--- src/rtl/mp_addsub.sv ---
// mp_addsub: multi-cycle wide adder/subtractor built from one narrow adder slice.
//
// Purpose
//   Computes A+B or A-B on OPERAND_WIDTH-bit operands by running a single
//   ADDER_WIDTH-bit adder for N = OPERAND_WIDTH/ADDER_WIDTH cycles, LSB slice
//   first, with the inter-slice carry held in a register.
//
// Ports
//   iClk    in   1      clock, rising edge
//   iRst    in   1      asynchronous active-high reset
//   iStart  in   1      start request, accepted only in IDLE
//   iSub    in   1      0 = add, 1 = subtract (A-B)
//   iOpA    in   OW     operand A
//   iOpB    in   OW     operand B
//   oRes    out  OW+1   result; MSB = carry (add) or borrow (sub)
//   oDone   out  1      one-cycle completion pulse
//   oBusy   out  1      high in RUN and DONE

module mp_addsub #(
    parameter int OPERAND_WIDTH = 128,
    parameter int ADDER_WIDTH   = 32
) (
    input  logic                     iClk,
    input  logic                     iRst,
    input  logic                     iStart,
    input  logic                     iSub,
    input  logic [OPERAND_WIDTH-1:0] iOpA,
    input  logic [OPERAND_WIDTH-1:0] iOpB,
    output logic [OPERAND_WIDTH:0]   oRes,
    output logic                     oDone,
    output logic                     oBusy
);

    localparam int N     = OPERAND_WIDTH / ADDER_WIDTH;
    localparam int CNT_W = (N > 1) ? $clog2(N) : 1;
    localparam logic [CNT_W-1:0] LAST = CNT_W'(N - 1);

    if ((N < 1) || (OPERAND_WIDTH % ADDER_WIDTH != 0)) begin : g_bad_param
        $error("OPERAND_WIDTH must be a positive multiple of ADDER_WIDTH");
    end

    typedef enum logic [1:0] {
        S_IDLE = 2'd0,
        S_RUN  = 2'd1,
        S_DONE = 2'd2
    } state_e;

    state_e                   state_q, state_d;
    logic [CNT_W-1:0]         cnt_q, cnt_d;
    logic [OPERAND_WIDTH-1:0] opa_q, opa_d;
    logic [OPERAND_WIDTH-1:0] opb_q, opb_d;
    logic                     sub_q, sub_d;
    logic                     carry_q, carry_d;
    logic [OPERAND_WIDTH-1:0] res_q, res_d;
    logic                     msb_q, msb_d;

    logic [ADDER_WIDTH-1:0]   a_sl;
    logic [ADDER_WIDTH-1:0]   b_sl;
    logic [ADDER_WIDTH:0]     sum_sl;
    logic [OPERAND_WIDTH-1:0] sum_ext;

    // The operand registers are shifted right one slice per RUN cycle, so
    // the current slice is always the low ADDER_WIDTH bits.
    always_comb begin
        a_sl   = opa_q[ADDER_WIDTH-1:0];
        b_sl   = sub_q ? ~opb_q[ADDER_WIDTH-1:0] : opb_q[ADDER_WIDTH-1:0];
        sum_sl = {1'b0, a_sl} + {1'b0, b_sl} + {{ADDER_WIDTH{1'b0}}, carry_q};
        // Each new slice enters at the top of the result register and the
        // earlier slices move down; after N cycles slice 0 sits at bit 0.
        sum_ext = OPERAND_WIDTH'(sum_sl[ADDER_WIDTH-1:0]) << (OPERAND_WIDTH - ADDER_WIDTH);
    end

    always_comb begin
        state_d = state_q;
        cnt_d   = cnt_q;
        opa_d   = opa_q;
        opb_d   = opb_q;
        sub_d   = sub_q;
        carry_d = carry_q;
        res_d   = res_q;
        msb_d   = msb_q;

        case (state_q)
            S_IDLE: begin
                if (iStart) begin
                    opa_d   = iOpA;
                    opb_d   = iOpB;
                    sub_d   = iSub;
                    // Subtraction is A + ~B + 1: the +1 enters as carry-in.
                    carry_d = iSub;
                    cnt_d   = '0;
                    state_d = S_RUN;
                end
            end
            S_RUN: begin
                opa_d   = opa_q >> ADDER_WIDTH;
                opb_d   = opb_q >> ADDER_WIDTH;
                carry_d = sum_sl[ADDER_WIDTH];
                res_d   = (res_q >> ADDER_WIDTH) | sum_ext;
                cnt_d   = cnt_q + 1'b1;
                if (cnt_q == LAST) begin
                    // Borrow is the inverse of the final carry.
                    msb_d   = sub_q ? ~sum_sl[ADDER_WIDTH] : sum_sl[ADDER_WIDTH];
                    cnt_d   = '0;
                    state_d = S_DONE;
                end
            end
            S_DONE: begin
                state_d = S_IDLE;
            end
            default: begin
                state_d = S_IDLE;
            end
        endcase
    end

    always_ff @(posedge iClk or posedge iRst) begin
        if (iRst) begin
            state_q <= S_IDLE;
            cnt_q   <= '0;
            opa_q   <= '0;
            opb_q   <= '0;
            sub_q   <= 1'b0;
            carry_q <= 1'b0;
            res_q   <= '0;
            msb_q   <= 1'b0;
        end else begin
            state_q <= state_d;
            cnt_q   <= cnt_d;
            opa_q   <= opa_d;
            opb_q   <= opb_d;
            sub_q   <= sub_d;
            carry_q <= carry_d;
            res_q   <= res_d;
            msb_q   <= msb_d;
        end
    end

    assign oRes  = {msb_q, res_q};
    assign oDone = (state_q == S_DONE);
    assign oBusy = (state_q != S_IDLE);

endmodule
--- config.mk ---
export PLATFORM = sky130hd
export DESIGN_NAME = mp_addsub
export DESIGN_NICKNAME = d
export VERILOG_FILES = /design/src/rtl/mp_addsub.sv
export SDC_FILE = /design/constraint.sdc
export NUM_CORES = 1
export LEC_CHECK = 0
export ABC_AREA = 1
export CORE_MARGIN = 3
export CORE_UTILIZATION = 45
export CTS_CLUSTER_DIAMETER = 60
export DETAILED_ROUTE_END_ITERATION = 16
export HOLD_SLACK_MARGIN = 0.12
export PLACE_DENSITY = 0.8
export SLEW_MARGIN = 0
export SYNTH_ARGS = -nofsm -noshare
export SYNTH_HDL_FRONTEND = slang
export SYNTH_SLANG_ARGS = --single-unit
--- constraint.sdc ---
create_clock -name iClk -period 19.87 [get_ports iClk]
set_input_delay 4.9675 -clock iClk [delete_from_list [all_inputs] [get_ports iClk]]
set_output_delay 4.9675 -clock iClk [all_outputs]
set_load 0.1 [all_outputs]
Word level (Yosys, flattened, before mapping). Index checks and enable logic that the tools add are counted.

Muxes and demuxes: 14. Add/sub/neg operators: 3. Reductions and logical operators: 7. Bitwise operators: 3. Eq/ne operators: 5.

Operator list (number): $pmux W128 S2 (2); $mux W128 (2); $or A96 B128 Y128 (1); $add A32 B32 Y33 (1); $add A33 B1 Y33 (1); $mux W32 (1); $not A32 Y32 (1); $mux W2 (4); $pmux W2 S2 (2); $reduce_and A2 Y1 (4); $eq A2 B2 Y1 const B (2); $ne A2 B2 Y1 const B (2); $reduce_bool A2 Y1 (2); $add A2 B1 Y2 const B (1); $eq A2 B1 Y1 const B (1); $logic_not A2 Y1 (1); $mux W1 (2); $pmux W1 S2 (1); $not A1 Y1 (1).

Bits in registers: 391. Output and inout bits: 131.

Depth between registers and ports, before layout. Gate-level depths: netlist (run 1).

Depth after elaboration: 6. Gate-level depth with buffers: 17. Depth with buffers taken out: 15.

Worst setup path before layout (run 1). No wires, ideal clock.

Path type: register to output. From: reg state_q[1]. To: out oDone. Data arrival time: 1.688 ns. Slack: 13.215 ns. Cell stages (with the launch flop): 3. Path through: dfrtp_1 > inv_1 > nor2_1.

Word-level cells in the longest chain between the ends: 1.

Ends and longest elaborated chain: from (decl) (line 48) `state_e state_q, state_d;`; from (signal assigned) (line 128) `state_q <= state_d;`; $eq A2 B2 Y1 (line 140) `assign oDone = (state_q == S_DONE);`; to (decl) (line 30) `output logic oDone,`.

No other way between the ends.

Worst setup path after layout (run 1).
From: in iStart. To: reg opa_q[85].

Word-level cells in the longest chain between the ends: 2.

Ends and longest elaborated chain: from (decl) (line 25) `input logic iStart,`; $ne A2 B2 Y1 (no source line); $reduce_and A2 Y1 (no source line); to (signal assigned) (line 130) `opa_q <= opa_d;`; to (decl) (line 50) `logic [OPERAND_WIDTH-1:0] opa_q, opa_d;`.

No other way between the ends. A chain may end at the register's enable or synchronous reset.

==> results.md, run 1 <==
* Status: finished clean
* IO buf count at 390
* H-Tree Level Count at 2
* Drt wl/cell at roughly 18 um
* Total CTS buffers at 43
* Worst path depth at 6
* Post-DR vias/cell at 5.371
* Ratio of cells with drive above 1 in the final layout at 3.371%
* Hold Vio Cnt, Final at 0
* Chip height at 210.4 um
* Max-slew violation count at 0
* WS Path Type: in -> reg
* Final-layout fill cell count at roughly 3,600
* Initial antenna violation count at 6
* Least-Margin Pin Slew at 1128 ps
* Layout Utilization at between 50% and 60%
* R2r startpoint: state_q[1]$_DFFE_PP0P_
* Crit end category: flip-flop
* Worst-skew pair later-pin latency at 570 ps
* R2R Path End: opa_q[28]$_DFFE_PP0P_
* CTS tree: done
* Crit-path max cell delay at 950 ps
* Design Area, Final at between 20,000 and 25,000 um^2
* Largest net degree at the start of global routing at 231
* DIE AREA at ~44,000 um^2
* Top Ports at ~390
* Grt ovf at 0
* Seq/Total Area, Yosys at around 52%
* CP startpoint kind: primary input
* Fin nets at 2,842
* Placed Cells at 3,035
* Layout overhead on the synthesized area at 29.61%
* Routed wire length at about 57 mm
* Max-slew headroom at approximately a quarter
* CP max stage cell: buf_4
* Post-CTS sizing at 0
* Post-synth cell types at 31
* CP arrival at 7980 ps
* Hold Buf Count CTS at 0
* Flop and latch count out of synthesis at 391
* Die Span X at approximately 210 um
* YS warnings at 0
* First-pass GRT wire length at a little under 90 mm
* Final Non-Filler Cells at 3,118
* R2R setup slack at 16,310 ps
* Clock slew at reported path FFs at 60 ps
* Worst setup path startpoint: iStart
* Fmax achieved at around 130 MHz
* Cell family with most CP delay: buffers and inverters
* Setup TNS at 0 ps
* Root Driver: clkbuf_16
* Mapped cell area at 18,790 um^2
* Detailed Place HPWL at 40.63 mm
* Vias in the first global route at approximately 16,000
* CP max FO at 101
* GP Congestion at 0.9377
* Core ar. at 41,020 um^2
* Post-layout minimum cycle time at 7625 ps
* Critical path capture point: opa_q[85]$_DFFE_PP0P_
* Post-DP Area at 22,910 um^2
* Cells after Synth at approximately 2,200
* Initial Utilization at 45.82%
* Clock sinks at roughly 390
* Crit path buffers/inverters at 3
* DRT Pass-1 Iters at 5
* Total number of vias at 16,748
* Crit-path cells: clkdlybuf4s50_1 -> nand2_8 -> inv_2 -> nor2_4 -> buf_4 -> a221oi_1
* Post-CTS setup buffer count at 0
* Final worst-path cycle share at 38.37%
* Avg Synthesized Cell Area at 8.428 um^2
* Post-DRT Antenna Nets at 0
* DRC Markers at 0
* GR Util All Layers at 25.38%
* Reg2Reg Depth at 7
* Final setup violation count at 0
* Maximum clock path buffer count at 3
* Req. time, crit path at 20,230 ps
* RSZ-0062 raised after global routing: false
* Max Cap Viol at 0
* Synth Net Count at 2,524
* Max Clock Skew at 23.43 ps
* DR iter-0 viols at 1,592
* Row count at 74
* Worst hold path type: reg -> reg
[placed cells by master, fill, tap and decap left out, drive strengths merged]
cell and count:
nor2 46, a221oi 129, a21o 1, clkdlybuf4s50 390, fa 2, and2 1
o21a 63, clkbuf 67, nor3 195, ha 32, o211ai 1, o21bai 3
nand3 44, o21ai 89, a21oi 82, o22ai 1, diode 5, nand2 636
nand3b 2, clkinv 5, nand4 2, bufinv 2, inv 336, xnor2 14
buf 14, a22o 1, xor2 32, dfrtp 391
[area by class of cell]
cell class                      instances  area, um^2  area share, %
Clock inverter                         11       142.6         0.5856
Tap cell                              532       665.6          2.733
Clock buffer                           67        1297          5.327
Multi-Input combinational cell       1376        7176          29.46
Inverter                              332        1259          5.167
Antenna cell                            5       12.51        0.05137
Sequential cell                       391        9784          40.17
Timing Repair Buffer                  404        4021          16.51
[synthesized netlist by cell type (all sizes together)]
library cell	n	share of area, %
xor2	32	1.5
o21bai	3	0.12
a21oi	82	2.2
buf	83	2.2
ha	32	2.1
xnor2	14	0.65
a221oi	129	6.0
nor3	195	5.2
clkbuf	48	0.96
inv	332	6.6
o21a	63	2.5
and2	1	0.033
fa	2	0.21
nand2	636	13
dfrtp	391	52
nand4	2	0.067
o21ai	89	2.4
o22ai	1	0.033
a21o	1	0.040
nand3	44	1.2
o211ai	1	0.040
nor2	46	1.0
nand3b	2	0.080
a22o	1	0.047
[how the worst min path moves through the flow]
stage | from | endpoint | slack, ps | cells after the start
5_1_grt | res_q[24]$_DFFE_PP0P_ | res_q[24]$_DFFE_PP0P_ | 500 | 2
3_3_place_gp | res_q[11]$_DFFE_PP0P_ | res_q[11]$_DFFE_PP0P_ | 450 | 2
4_1_cts | res_q[27]$_DFFE_PP0P_ | res_q[27]$_DFFE_PP0P_ | 470 | 2
2_1_floorplan | cnt_q[0]$_DFFE_PP0P_ | cnt_q[0]$_DFFE_PP0P_ | 460 | 1
6_report | res_q[23]$_DFFE_PP0P_ | res_q[23]$_DFFE_PP0P_ | 470 | 2
3_5_place_dp | res_q[27]$_DFFE_PP0P_ | res_q[27]$_DFFE_PP0P_ | 460 | 2
[logic make-up (layout without fill, tap and decap cells)]
kind of cell / after synthesis / in the layout / synth area share (%)
simple gates: 926 / 926 / 20.26
buf+inv: 463 / 814 / 9.833
flops: 391 / 391 / 52.06
compound gates: 370 / 370 / 13.36
xor+xnor: 46 / 46 / 2.144
fa+ha+maj: 34 / 34 / 2.343
other cells: 0 / 5 / 0
[sequential cells by signal (all words and copies together) (netlist names)]
register,count
opa_q,128
opb_q,128
res_q,128
cnt_q,2
state_q,2
carry_q,1
msb_q,1
sub_q,1
[through the flow]
stage / setup slack, ps / hold slack, ps
finish: 12250 / 472.3
global route: 12060 / 495.5
CTS: 12310 / 473.5
detailed placement: 11740 / 458.7
global placement: 11840 / 452.4
floorplan: 4033 / 463.7
[worst min-delay path: cells and delay by family, from the launching register on]
| kind | cells | cell delay (ps) |
|---|---|---|
| flops | 1 | 340 |
| simple gates | 2 | 100 |
[routing by layer]
metal / global-route usage, % / wire, um / vias up
met5: 0 / 0 / -
met4: 9.905 / 2154 / 0
met3: 4.018 / 3542 / 124
met2: 41.61 / 27390 / 748
met1: 34.17 / 23590 / 7988
li1: - / - / 7888
Power of run 1 is not shown: default switching activity piles up to over one toggle a cycle in this logic, so the estimate is an artifact.
==> run 2: changes to the inputs <==
--- a/config.mk
+++ b/config.mk
@@ -11,7 +11,7 @@
 export CTS_CLUSTER_DIAMETER = 60
 export DETAILED_ROUTE_END_ITERATION = 16
 export HOLD_SLACK_MARGIN = 0.12
-export PLACE_DENSITY = 0.8
+export PLACE_DENSITY = 0.82
 export SLEW_MARGIN = 0
 export SYNTH_ARGS = -nofsm -noshare
 export SYNTH_HDL_FRONTEND = slang
==> constraint.sdc (replaced) <==
create_clock -name iClk -period 7 [get_ports iClk]
set_input_delay 1.75 -clock iClk [delete_from_list [all_inputs] [get_ports iClk]]
set_output_delay 1.75 -clock iClk [all_outputs]
set_load 0.1 [all_outputs]
==> run 2 against run 1 <==
Core utilization fell by 0.064 points. Die area did not move. Cell count fell by 0.16%. Cell area fell by 0.11%. Clock skew rose by 2.2 ps. Largest cell class unchanged. Via count barely moved. First-iteration DRC count rose by 8.7%. Critical endpoint is now opa_q[56]$_DFFE_PP0P_. Register-to-register slack got worse by 13000 ps. Worst setup slack got worse by 9400 ps. Global-route usage fell by 0.23 points.
==> results.md, run 2 (same netlist as run 1, synthesis figures left out) <==
* Setup TNS at 0 ps (unchanged)
* Ratio of cells with drive above 1 in the final layout at 3.304% (-0.067 points)
* Fmax achieved at 238.5 MHz
* Root Driver: clkbuf_16
* Chip height at 210.4 um (unchanged)
* Crit-path max cell delay at 670 ps (-280 ps)
* Final setup violation count at 0 (unchanged)
* Regs by FF count: opa_q (128), opb_q (128), res_q (128)
* GR Util All Layers at 25.15% (-0.23 points)
* CTS tree: done
* Post-CTS setup buffer count at 0 (unchanged)
* Crit-path cells: clkdlybuf4s50_1 -> nand2_8 -> inv_2 -> nor2_4 -> buf_4 -> buf_4 -> a221oi_1
* Core ar. at 41,020 um^2 (unchanged)
* Max-slew headroom at 27.10% (+2.3 points)
* Clock sinks at 391 (unchanged)
* Die Span X at 210.4 um (unchanged)
* CP max FO at 89 (-12%)
* RSZ-0062 raised after global routing: false
* Reg2Reg Depth at 8 (+1)
* Total CTS buffers at 43 (unchanged)
* Routed wire length at 56.67 mm (about the same)
* Least-Margin Pin Slew at 1093 ps (-34.35 ps)
* Final-layout fill cell count at 3,510 (-1.2%)
* Post-DR vias/cell at 5.380 (+0.15%)
* Vias in the first global route at 16,349 (-0.55%)
* Clock slew at reported path FFs at 60 ps (about the same)
* Cell family with most CP delay: buffers and inverters
* Initial antenna violation count at 9 (+3)
* Crit end category: flip-flop
* CP startpoint kind: primary input
* Final worst-path cycle share at between 50% and 60%
* Max Clock Skew at 25.58 ps (+2.150 ps)
* Total number of vias at 16,747 (-0.0060%)
* DR iter-0 viols at 1,730 (+8.7%)
* Most frequent cells in the layout: nand2_1, dfrtp_1, clkdlybuf4s50_1, inv_1, nor3_1
* Placed Cells at 3,035 (unchanged)
* Req. time, crit path at 7360 ps (-12,870 ps)
* DRC Markers at 0 (unchanged)
* Initial Utilization at 45.82% (unchanged)
* Post-DRT Antenna Nets at 0 (unchanged)
* Worst path depth at 7 (+1)
* Post-CTS sizing at 0 (unchanged)
* DIE AREA at 44,250 um^2 (unchanged)
* Hold Vio Cnt, Final at 0 (unchanged)
* First-pass GRT wire length at 88.29 mm (-1.2%)
* Grt ovf at 0 (unchanged)
* Largest net degree at the start of global routing at 257 (+11%)
* Max-slew violation count at 0 (unchanged)
* DRT Pass-1 Iters at 7 (+2)
* CP arrival at 4550 ps (-3430 ps)
* Crit path buffers/inverters at 4 (+1)
* WS Path Type: in -> reg
* Row count at 74 (unchanged)
* Layout overhead on the synthesized area at 29.47%
* Worst-skew pair later-pin latency at 560 ps (about the same)
* CP max stage cell: buf_4
* Max Cap Viol at 0 (unchanged)
* Layout Utilization at 59.32% (-0.064 points)
* IO buf count at 390 (unchanged)
* Detailed Place HPWL at 40.48 mm (-0.38%)
* H-Tree Level Count at 2 (unchanged)
* GP Congestion at 0.9191 (-2.0%)
* Hold Buf Count CTS at 0 (unchanged)
* Status: finished clean
* Crit path top cell by count: buf_4
* Maximum clock path buffer count at 3 (unchanged)
* Worst hold path type: reg -> reg
* Top Ports at 391 (unchanged)
* Post-layout minimum cycle time at 4193 ps
* Hold depth at 2 (unchanged)
* Commonest non-fill, non-tap cell in the layout: nand2_1
* Drt wl/cell at 18.20 um (+0.15%)
* Fin nets at 2,842 (unchanged)
* Final Non-Filler Cells at 3,113 (-0.16%)
* Worst hold slack at 470.5 ps (-1.782 ps)
==> run 2: cell types whose count changed in the layout (fill, tap and decap cells not counted), moves of 3 or more <==
cell,delta
clkbuf_1,-5
clkbuf_8,-5
inv_8,-4
buf_12,+3
buf_4,-3
clkinvlp_4,+3
diode_2,+3
==> run 2: area by class of cell <==
cell class	instances	area, um^2	area share [%]
diodes	8	20.02	0.08227
clock buffers	56	1185	4.870
clock inverters	14	186.4	0.7662
inverters	332	1255	5.158
multi-input cells	1376	7176	29.49
flip-flops and latches	391	9786	40.22
well taps	532	665.6	2.736
repair buffers	404	4059	16.68
==> run 2: per-stage QoR <==
| step | cell area [um^2] | setup slack [ps] |
|---|---|---|
| finish | 24330 | 2807 |
| global route | 24330 | 2644 |
| CTS | 24310 | 2812 |
| detailed placement | 22940 | 2326 |
| global placement | 22940 | 2364 |
| floorplan | 18800 | -9.881 |
==> run 2: worst paths after layout <==
check                                       start               endpoint  slack, ps
setup / recovery                           iStart  opa_q[56]$_DFFE_PP0P_       2810
hold / removal              res_q[21]$_DFFE_PP0P_  res_q[21]$_DFFE_PP0P_        470
setup reg to reg           state_q[0]$_DFFE_PP0P_  opb_q[19]$_DFFE_PP0P_       3570
hold reg to reg             res_q[21]$_DFFE_PP0P_  res_q[21]$_DFFE_PP0P_        470
max in group asynchronous                    iRst      sub_q$_DFFE_PP0P_       4220
min in group asynchronous                    iRst  opa_q[88]$_DFFE_PP0P_       1600
==> run 2: routing by layer <==
| layer | vias to the layer above | routed length [um] | track usage, % | part of all wire [%] |
|---|---|---|---|---|
| li1 | 7895 | - | - | - |
| met1 | 8035 | 23090 | 32.72 | 41 |
| met2 | 693 | 27680 | 42.52 | 49 |
| met3 | 122 | 3653 | 3.512 | 6.4 |
| met4 | 2 | 2238 | 10.56 | 3.9 |
| met5 | - | 13 | 0 | 0.023 |
==> run 2: tightest hold or removal path, stage by stage, from the launching register on <==
cell and delay [ps]:
dfrtp_1 340, nand2_1 50, nand2_1 40
Power of run 2 is left out for the same reason.
